$ cat src/rtl/counter_ctl.sv
`default_nettype none
// ============================================================================
// Module      : counter_ctl
// Description : Parametrised loadable up/down timer/counter channel with
//               programmable prescaler, wrap / saturate / one-shot terminal
//               behaviour, registered compare-match, load-accept pulse and a
//               registered bus-drive enable that blocks loads while driving.
// Revision    : 1.0 - initial release
// ============================================================================
module counter_ctl #(
    parameter int WIDTH = 8,
    parameter int PRE_W = 4
) (
    input  logic             in_clk,
    input  logic             in_rst,
    input  logic [WIDTH-1:0] in_load_value,
    input  logic             in_load_now,
    input  logic             in_write_now,
    input  logic             in_enable,
    input  logic             in_dir,
    input  logic [1:0]       in_mode,
    input  logic [PRE_W-1:0] in_prescale,
    input  logic [WIDTH-1:0] in_compare,
    output logic [WIDTH-1:0] out_counter_value,
    output logic [WIDTH-1:0] out_ena,
    output logic             out_terminal,
    output logic             out_match,
    output logic             out_done,
    output logic             out_load_ack
);

    localparam logic [WIDTH-1:0] CNT_ONE  = {{(WIDTH-1){1'b0}}, 1'b1};
    localparam logic [WIDTH-1:0] CNT_MAX  = {WIDTH{1'b1}};
    localparam logic [WIDTH-1:0] CNT_ZERO = {WIDTH{1'b0}};
    localparam logic [PRE_W-1:0] PRE_ONE  = {{(PRE_W-1){1'b0}}, 1'b1};
    localparam logic [PRE_W-1:0] PRE_ZERO = {PRE_W{1'b0}};

    localparam logic [1:0] MODE_WRAP     = 2'b00;
    localparam logic [1:0] MODE_SATURATE = 2'b01;
    localparam logic [1:0] MODE_ONESHOT  = 2'b10;

    typedef enum logic [1:0] {
        ST_STOP = 2'd0,
        ST_RUN  = 2'd1,
        ST_DONE = 2'd2
    } state_t;

    state_t           state;
    logic [PRE_W-1:0] pre;

    logic             bus_driving;
    logic             load_accept;
    logic             freeze;
    logic             prescale_hit;
    logic [WIDTH-1:0] terminal_value;
    logic             at_terminal;
    logic [WIDTH-1:0] stepped_value;

    // The bus is considered driven from the registered enable, not the request,
    // so a load can only land once the drive has actually been released.
    assign bus_driving    = |out_ena;
    assign load_accept    = in_load_now & ~bus_driving;
    assign freeze         = in_load_now &  bus_driving;
    assign prescale_hit   = (pre == in_prescale);
    assign terminal_value = in_dir ? CNT_MAX : CNT_ZERO;
    assign at_terminal    = (out_counter_value == terminal_value);
    // Plain modular step; at the terminal value this is exactly the wrap result.
    assign stepped_value  = in_dir ? (out_counter_value + CNT_ONE)
                                   : (out_counter_value - CNT_ONE);

    // Control FSM, prescaler, counter register and all registered outputs.
    always_ff @(posedge in_clk or posedge in_rst) begin
        if (in_rst) begin
            state             <= ST_STOP;
            pre               <= PRE_ZERO;
            out_counter_value <= CNT_ZERO;
            out_ena           <= CNT_ZERO;
            out_terminal      <= 1'b0;
            out_match         <= 1'b0;
            out_done          <= 1'b0;
            out_load_ack      <= 1'b0;
        end else begin
            // Outputs refreshed every cycle regardless of state.
            out_ena      <= {WIDTH{in_write_now & ~in_load_now}};
            out_match    <= (out_counter_value == in_compare);
            out_terminal <= 1'b0;
            out_load_ack <= 1'b0;
            out_done     <= 1'b0;

            if (load_accept) begin
                // An accepted load wins over any tick and leaves DONE.
                out_counter_value <= in_load_value;
                pre               <= PRE_ZERO;
                out_load_ack      <= 1'b1;
                state             <= in_enable ? ST_RUN : ST_STOP;
            end else begin
                case (state)
                    ST_STOP: begin
                        pre <= PRE_ZERO;
                        if (in_enable) begin
                            state <= ST_RUN;
                        end
                    end

                    ST_RUN: begin
                        if (!in_enable) begin
                            state <= ST_STOP;
                            pre   <= PRE_ZERO;
                        end else if (!freeze) begin
                            if (prescale_hit) begin
                                pre <= PRE_ZERO;
                                if (!at_terminal) begin
                                    out_counter_value <= stepped_value;
                                end else begin
                                    out_terminal <= 1'b1;
                                    case (in_mode)
                                        MODE_SATURATE: begin
                                            out_counter_value <= out_counter_value;
                                        end
                                        MODE_ONESHOT: begin
                                            state    <= ST_DONE;
                                            out_done <= 1'b1;
                                        end
                                        default: begin
                                            // Wrap (and the reserved 2'b11 code).
                                            out_counter_value <= stepped_value;
                                        end
                                    endcase
                                end
                            end else begin
                                pre <= pre + PRE_ONE;
                            end
                        end
                        // A frozen cycle keeps value and prescaler untouched.
                    end

                    ST_DONE: begin
                        pre      <= PRE_ZERO;
                        out_done <= 1'b1;
                    end

                    default: begin
                        state <= ST_STOP;
                        pre   <= PRE_ZERO;
                    end
                endcase
            end
        end
    end

    // MODE_WRAP documents the default branch above; keep it referenced.
    logic mode_is_wrap;
    assign mode_is_wrap = (in_mode == MODE_WRAP);

    // Explicitly unused: the wrap decode is carried by the case default.
    logic unused_ok;
    assign unused_ok = mode_is_wrap;

endmodule
`default_nettype wire

$ cat config.mk
export PLATFORM = sky130hd
export DESIGN_NAME = counter_ctl
export DESIGN_NICKNAME = d
export VERILOG_FILES = /design/src/rtl/counter_ctl.sv
export SDC_FILE = /design/constraint.sdc
export NUM_CORES = 1
export LEC_CHECK = 0
export CORE_MARGIN = 2
export CORE_UTILIZATION = 50
export CTS_BUF_LIST = sky130_fd_sc_hd__clkbuf_4 sky130_fd_sc_hd__clkbuf_8 sky130_fd_sc_hd__clkbuf_16
export CTS_CLUSTER_DIAMETER = 50
export DETAILED_ROUTE_END_ITERATION = 16
export DONT_BUFFER_PORTS = 1
export GPL_ROUTABILITY_DRIVEN = 0
export PLACE_DENSITY_LB_ADDON = 0.08
export SLEW_MARGIN = 20
export SYNTH_ARGS = -nofsm -noshare
export SYNTH_HDL_FRONTEND = slang
export SYNTH_SLANG_ARGS = --single-unit
$ cat constraint.sdc
create_clock -name in_clk -period 2.3 [get_ports in_clk]
set_clock_uncertainty 0.05 [all_clocks]
set_input_delay 0.46 -clock in_clk [delete_from_list [all_inputs] [get_ports in_clk]]
set_output_delay 0.46 -clock in_clk [all_outputs]
set_load 0.005 [all_outputs]
=== After elaboration in Yosys (flattened, before gate mapping) ===
Cells that the tools add are included.

* Add/subtract/negate cells: 3
* Equal/unequal tests: 15
* Muxes and demuxes: 37
* Bitwise operators: 5
* Reduce and logical (&&, ||, !) cells: 8

{| class="wikitable"
|+ Operators with widths
! kind !! count
|-
| 8-bit 2-to-1 mux || 9
|-
| 4-bit 2-to-1 mux || 5
|-
| 8-bit == test || 2
|-
| 1-bit 2-to-1 mux || 14
|-
| 2-bit 2-to-1 mux || 7
|-
| 4-bit != test (second input constant) || 3
|-
| 8-bit by 1-bit adder with 8-bit output (second input constant) || 1
|-
| 8-bit OR reduction || 1
|-
| 8-bit by 1-bit subtractor with 8-bit output (second input constant) || 1
|-
| 3-bit != test (second input constant) || 2
|-
| 2-bit case mux with 3 select lines || 1
|-
| 6-bit AND reduction || 1
|-
| 2-bit nonzero test || 3
|-
| 5-bit AND reduction || 1
|-
| 4-bit by 1-bit adder with 4-bit output (second input constant) || 1
|-
| 2-bit by 1-bit == test with 1-bit output (second input constant) || 2
|-
| 2-bit == test (second input constant) || 2
|-
| 4-bit == test || 1
|-
| 2-bit != test (second input constant) || 2
|-
| 4-bit by 3-bit != test with 1-bit output (second input constant) || 1
|-
| 1-bit bitwise AND || 3
|-
| 2-bit logical NOT || 1
|-
| 1-bit inverter || 2
|-
| 1-bit case mux with 2 select lines || 1
|-
| 2-bit OR reduction || 1
|}

* Bits in registers: 19
* Input port bits: 28
* Word-level logic and storage cells: 76

=== Depth between registers and ports, before layout ===
Gate-level depths: netlist of run 1.

* Word-level depth: 9
* Mapped depth: 7

=== Worst setup path before layout of run 1 ===
Ideal clock, no wire load.

* Kind: input to register
* From: in in_dir
* To: reg out_counter_value[7]
* Library setup time: 0.082 ns
* Arrival time: 2.258 ns
* Path slack: -0.089 ns
* Stages: 7
* Path buffers: 0
* Cells stage by stage: inv_1 -> ha_1 -> and3_1 -> a221oi_1 -> nor4b_1 -> or4_1 -> a31oi_1

* Word-level cells in the longest chain between the ends: 8
* Elaborated cells on any way between the ends: 12

{| class="wikitable"
|+ Ends and longest elaborated chain
! what !! RTL line !! source
|-
| start: declaration || 20 || <nowiki>input logic in_dir,</nowiki>
|-
| 8-bit 2-to-1 mux, on equally long branches || 65, 68 ||
|-
| 8-bit == test / 8-bit 2-to-1 mux (equally long branches) || 66, 116 ||
|-
| 8-bit 2-to-1 mux || 112 || <nowiki>if (!at_terminal) begin</nowiki>
|-
| 8-bit 2-to-1 mux || 110 || <nowiki>if (prescale_hit) begin</nowiki>
|-
| 8-bit 2-to-1 mux || 109 || <nowiki>end else if (!freeze) begin</nowiki>
|-
| 8-bit 2-to-1 mux || 106 || <nowiki>if (!in_enable) begin</nowiki>
|-
| 8-bit 2-to-1 mux || 97 || <nowiki>case (state)</nowiki>
|-
| 8-bit 2-to-1 mux || 90 || <nowiki>if (load_accept) begin</nowiki>
|-
| end signal: assignment || 92 || <nowiki>out_counter_value <= in_load_value;</nowiki>
|-
| end signal: assignment || 113 || <nowiki>out_counter_value <= stepped_value;</nowiki>
|-
| end signal: assignment || 118 || <nowiki>out_counter_value <= out_counter_value;</nowiki>
|-
| end: declaration || 24 || <nowiki>output logic [WIDTH-1:0] out_counter_value,</nowiki>
|}

Parallel ways exist; a longest one is shown, timed or not. The select of a mux whose other input is x is not followed.
A chain may end at the register's enable or synchronous reset.

=== Final worst setup path of run 1 ===
* From: reg pre[2]
* To: reg out_counter_value[7]

* Word-level cells in the longest chain between the ends: 3

{| class="wikitable"
|+ Ends and longest elaborated chain
! what !! RTL line !! source
|-
| start: declaration || 49 || <nowiki>logic [PRE_W-1:0] pre;</nowiki>
|-
| start signal: assignment || 131 || <nowiki>pre <= pre + PRE_ONE;</nowiki>
|-
| 4-bit == test || 64 || <nowiki>assign prescale_hit = (pre == in_prescale);</nowiki>
|-
| 2-bit nonzero test (no source line) || - ||
|-
| 5-bit AND reduction (no source line) || - ||
|}

Every way passes these cells.

==> impl_metrics.py, run 1 <==
metrics = {
    "clocking": {
        "clockBufferDepth": 2,
        "path_clk_slew_ps": 110,
        "cts_inserted_buffers": 3,
        "cts_num_sinks": 19,
        "holdBufCountCts": 0,
        "cts_root_buf": "clkbuf_4",
        "cts_htree_levels": 1,
        "cts_tree": "yes",
        "clk_latency_ps": 300,
    },
    "final_layout": {
        "final_common_cell": "buf_4",
        "nNetsFinal": 227,
        "area_delta_synth_final_pct": 15.4,
        "design_area_um2": 1720,
        "layout-drive-gt1-share_pct": 21.0,
        "layout_common_cells": "27 x buf_4, 19 x dfrtp_1, 15 x nand2_1",
        "antenna_cells": 0,
    },
    "yosys": {
        "ys.warnings.count": 0,
        "ys.flop_type": "dfrtp_1",
        "syn_area_um2": 1490,
        "yosysSeqAreaShare_pct": 32.0,
        "synth.avg_cell_area_um2": 8.96,
        "synth_edf_count": 0,
        "syn-num-nets": 206,
        "synthDistinctLibCells": 42,
        "ys_ff_latch": 19,
        "async_flop_share_pct": 100,
        "syn_inst": 166,
    },
    "route": {
        "vias": 1266,
        "wl_per_cell_um": 15.5,
        "wl_um": 3370,
        "drt-initial-drc-count": 34,
        "postRouteAntennaNets": 0,
        "drc_errors": 0,
        "dr.pass1.iters": 6,
        "via_per_inst": 5.83,
    },
    "global_route": {
        "antenna_found_initial": 0,
        "grt_use_total_pct": 20.8,
        "grt_max_degree": 20,
        "grt_pass1_vias": 1225,
        "gr-total-overflow": 0,
        "grt_pass1_wl_um": 5420,
    },
    "sta": {
        "period_share_pct": 98.1,
        "maxSlewViolCount": 0,
        "fmax_ghz": 0.443,
        "setup_viol_count_final": 0,
        "relSlewSlack_pct": 52.8,
        "period_minus_slack_ps": 2260,
        "rsz0062_at_grt": "true",
        "hold_viol_final": 0,
        "tightest_slew_ps": 707,
        "holdWs_ps": 97.9,
    },
    "worst_setup_path": {
        "critical_path.top_delay_family": "simple AND/OR/NAND/NOR gates",
        "critPathLaunchType": "flop",
        "crit_type": "reg2reg",
        "crit_slowest_cell": "or4_4",
        "crit_chain": "xor2_1 -> or4_4 -> or4_4 -> or4_1 -> a31oi_1",
        "critPathMaxStageDelay_ps": 540,
        "arrival_ps": 2440,
        "worstPathRequired_ps": 2480,
        "cpMostUsedCell": "or4_4",
        "crit_path_end_kind": "flop",
        "crit_fanout": 5,
        "path_buf_inv": 0,
    },
    "power_and_ir_drop": {
        "p_per_area_nw_per_um2": 582,
        "max-vdd-ir-drop_mv": 0.424,
        "p_leak_uw": 0.000778,
    },
    "floorplan": {
        "die-area_um2": 3430,
        "die_h_um": 58.5,
        "initial_core_util_pct": 53.5,
        "core_area_um2": 2780,
        "ios": 48,
        "num_rows": 19,
        "die_w_um": 58.5,
    },
    "place": {
        "dpl_cell_area_um2": 1650,
        "port_buffers": 0,
        "hpwl_um": 2680,
    },
    "hold_path": {
        "min-delay-path-class": "in2async",
    },
    "flow_run": {
        "maxCapViolations": 0,
    },
    "run_status": {
        "outcome": "finished clean",
    },
}
-- synth_stat cells (2+ instances only) --
master / count / area share [%]
dfrtp_1: 19 / 32
nand2_1: 16 / 4.0
nor2_1: 13 / 3.3
xnor2_1: 12 / 7.1
a21oi_1: 11 / 3.7
ha_1: 11 / 9.3
inv_1: 10 / 2.5
buf_4: 8 / 4.0
mux2i_1: 6 / 4.0
xor2_1: 5 / 2.9
nand2b_1: 4 / 1.7
o21ai_0: 4 / 1.3
a21o_1: 3 / 1.5
clkbuf_1: 3 / 0.76
nand3_1: 3 / 1.0
nand4_1: 3 / 1.3
a22o_1: 2 / 1.2
a31oi_1: 2 / 0.84
nor4b_1: 2 / 1.2
o211ai_1: 2 / 1.0
o21a_1: 2 / 1.0
o31ai_1: 2 / 1.0
or3_1: 2 / 0.84
or4_1: 2 / 1.0
or4_4: 2 / 1.5
-- sequential cells by signal (all words and copies together) (netlist names) --
| signal | cells |
|---|---|
| out_load_ack | 1 |
| out_done | 1 |
| state | 2 |
| out_match | 1 |
| out_ena | 1 |
| out_counter_value | 8 |
| out_terminal | 1 |
| pre | 4 |
-- per-stage QoR --
step / instances / setup slack [ps] / util [%] / total power (µW) / setup TNS (ps)
global route: 217 / -24.3 / 61.7 / 1070 / -24.3
detailed placement: 210 / -96.1 / 59.4 / 814 / -135
CTS: 215 / 35.9 / 60.7 / 1000 / 0
global placement: 210 / -49.8 / 59.4 / 802 / -58.3
floorplan: 166 / -46.9 / - / 688 / -46.9
finish: 217 / 44.0 / 61.7 / 999 / 0
-- report_power, final --
part           internal, µW  total [µW]  switching (µW)
Sequential              366         399            33.2
Combinational           202         414             212
Clock                  79.3         186             106
-- cells by family (layout without fill, tap and decap cells) --
family / after synthesis / count (layout) / share of synthesized area, %
adder cells (fa/ha/maj): 12 / 12 / 10.6
XOR/XNOR: 17 / 17 / 10.0
flip-flops: 19 / 19 / 32.0
buffers and inverters: 21 / 41 / 7.32
AO/OA/AOI/OAI: 36 / 36 / 16.7
multiplexers: 6 / 6 / 4.04
AND/OR/NAND/NOR: 55 / 55 / 19.4
-- what timing repair did --
item | CTS | global route
gates resized for setup | 0 | 2
pin swaps | 2 | 0
setup endpoints to repair | 1 | 3
buffers inserted | 1 | 2
-- final timing paths --
check	start	to	slack, ps	cells past startpoint
setup / recovery	pre[2]$_DFFE_PP0N_	out_counter_value[7]$_DFFE_PP0P_	40	5
hold / removal	in_rst	state[1]$_DFFE_PP0P_	100	1
setup reg to reg	pre[2]$_DFFE_PP0N_	out_counter_value[7]$_DFFE_PP0P_	40	5
hold reg to reg	state[0]$_DFFE_PP0P_	state[0]$_DFFE_PP0P_	570	2
max in group asynchronous	in_rst	out_counter_value[1]$_DFFE_PP0P_	1660	1
min in group in_clk	in_load_now	out_ena[0]$_DFF_PP0_	160	1
-- area by class of cell --
class	instances	area (µm²)
sequential	19	475
tap	31	38.8
fill	235	1060
multi-input combinational	126	932
inverter	10	37.5
timing repair buffer	27	203
clock buffer	4	30.0
-- routing by layer --
metal / part of all wire, % / vias up / global-route usage (%)
li1: - / 622 / -
met1: 50 / 600 / 30.1
met2: 44 / 40 / 30.8
met3: 6.0 / 4 / 5.27
met4: 0.77 / 0 / 5.98
met5: 0 / - / 0
No activity file was read; power rests on OpenSTA's default activity.
==> inputs of run 2 (changes only) <==
- GPL_ROUTABILITY_DRIVEN: 0 -> default
- RECOVER_POWER: default -> 100
==> impl_metrics.py, run 2 (same netlist as run 1, synthesis figures left out) <==
metrics = {
    "power_and_ir_drop": {
        "max-vdd-ir-drop_mv": 0.424,
        "p_switching_uw": 351,
        "p_per_area_nw_per_um2": 583,
        "p_leak_uw": 0.000755,
        "intPower_uw": 637,
        "p_seq_share_pct": 40.3,
        "switching_share_pct": 35.5,
        "p_comb_share_pct": 40.9,
        "clkPwrFrac_pct": 18.8,
    },
    "global_route": {
        "grt_pass1_vias": 1225,
        "grt_max_degree": 20,
        "grt_pass1_wl_um": 5420,
        "antenna_found_initial": 0,
        "grt_use_total_pct": 20.8,
        "gr-total-overflow": 0,
    },
    "place": {
        "post-place-ws_ps": -96.1,
        "port_buffers": 0,
        "dpl_cell_area_um2": 1650,
        "globalplace.congestion": 0.889,
        "hpwl_um": 2680,
    },
    "sta": {
        "holdWs_ps": 98.4,
        "setup_ws_ps": 44.1,
        "rsz0062_at_grt": "true",
        "maxSlewViolCount": 0,
        "period_share_pct": 98.1,
        "relSlewSlack_pct": 52.9,
        "setup_viol_count_final": 0,
        "period_minus_slack_ps": 2260,
        "hold_viol_final": 0,
        "setup-tns-final_ps": 0,
        "tightest_slew_ps": 706,
        "fmax_ghz": 0.443,
    },
    "clocking": {
        "cts_num_sinks": 19,
        "cts_inserted_buffers": 3,
        "cts_root_buf": "clkbuf_4",
        "cts_tree": "yes",
        "holdBufCountCts": 0,
        "clockBufferDepth": 2,
        "cts_htree_levels": 1,
        "path_clk_slew_ps": 110,
        "clk_latency_ps": 300,
    },
    "route": {
        "dr.pass1.iters": 4,
        "drt-initial-drc-count": 32,
        "postRouteAntennaNets": 0,
        "met2_length_um": 1450,
        "drt-met1-wl_um": 1650,
        "wl_um": 3370,
        "vias": 1265,
        "wl_per_cell_um": 15.5,
        "met3WireLength_um": 242,
        "highest_layer": "met4",
        "via_per_inst": 5.83,
        "drc_errors": 0,
    },
    "hold_path": {
        "min-delay-path-class": "in2async",
    },
    "worst_setup_path": {
        "crit_path_end_kind": "flop",
        "arrival_ps": 2430,
        "critPathLaunchType": "flop",
        "r2r_cells": 5,
        "crit_fanout": 5,
        "crit_type": "reg2reg",
        "worstPathRequired_ps": 2480,
    },
    "final_layout": {
        "area_delta_synth_final_pct": 13.9,
        "largestRegisters": "out_counter_value: 8 flops, pre: 4 flops, state: 2 flops",
        "layout-drive-gt1-share_pct": 17.7,
        "largest_reg_flops": 8,
        "nFillCells": 242,
        "antenna_cells": 0,
        "final_common_cell": "buf_4",
        "design_area_um2": 1690,
        "final_util_pct": 60.9,
        "nNetsFinal": 227,
        "regMostFlops": "out_counter_value",
        "layout_common_cells": "20 x buf_4, 19 x dfrtp_1, 15 x nand2_1",
    },
    "floorplan": {
        "die-area_um2": 3430,
        "die_w_um": 58.5,
        "initial_core_util_pct": 53.5,
        "num_rows": 19,
        "core_area_um2": 2780,
        "die_h_um": 58.5,
        "ios": 48,
    },
    "run_status": {
        "outcome": "finished clean",
    },
    "flow_run": {
        "maxCapViolations": 0,
    },
}
## run 2: changes by cell type in the layout (fill, tap and decap cells not counted), sizes merged
cell	change
buf	-7
clkbuf	+7
## run 2: final cells by class
cell class                 instances  area (µm²)  area share [%]
clock buffer                       4        30.0            1.77
inverter                          10        37.5            2.22
multi-input combinational        126         932            55.0
sequential                        19         475            28.1
tap                               31        38.8            2.29
timing repair buffer              27         180            10.6
## run 2: power groups by stage
| stage | clock (µW) | combinational (µW) | sequential [µW] |
|---|---|---|---|
| 3_3_place_gp | 0 | 398 | 405 |
| 4_1_cts | 191 | 411 | 399 |
| 2_1_floorplan | 0 | 280 | 407 |
| 6_report | 185 | 404 | 399 |
| 3_5_place_dp | 0 | 408 | 406 |
| 5_1_grt | 209 | 450 | 404 |
## run 2: metrics by stage
step | total power (µW) | instances
floorplan | 688 | 166
global placement | 802 | 210
detailed placement | 814 | 210
CTS | 1000 | 215
global route | 1060 | 217
finish | 988 | 217
## run 2: repair_timing
action / 4_1_cts / 5_1_grt
buffers inserted: 1 / 2
pin swaps: 2 / 0
setup endpoints to repair: 1 / 3
gates resized for setup: 0 / 2
## run 2: path summary, 6_finish.rpt
kind	start	endpoint	slack (ps)
hold reg to reg	state[0]$_DFFE_PP0P_	state[0]$_DFFE_PP0P_	570
setup reg to reg	pre[2]$_DFFE_PP0N_	out_counter_value[7]$_DFFE_PP0P_	40
max in group asynchronous	in_rst	out_counter_value[1]$_DFFE_PP0P_	1660
hold / removal	in_rst	state[1]$_DFFE_PP0P_	100
min in group in_clk	in_load_now	out_ena[0]$_DFF_PP0_	160
setup / recovery	pre[2]$_DFFE_PP0N_	out_counter_value[7]$_DFFE_PP0P_	40
## run 2: worst max-delay path, cell delays in order, from the launching register on
cell,delay (ps)
dfrtp_1,440
xor2_1,190
or4_4,540
or4_4,430
or4_1,410
a31oi_1,140
## run 2: routing by layer
| layer | GRT usage (%) | vias up |
|---|---|---|
| met4 | 5.98 | 0 |
| met1 | 30.1 | 596 |
| met5 | 0 | - |
| met2 | 30.8 | 45 |
| li1 | - | 620 |
| met3 | 5.27 | 4 |
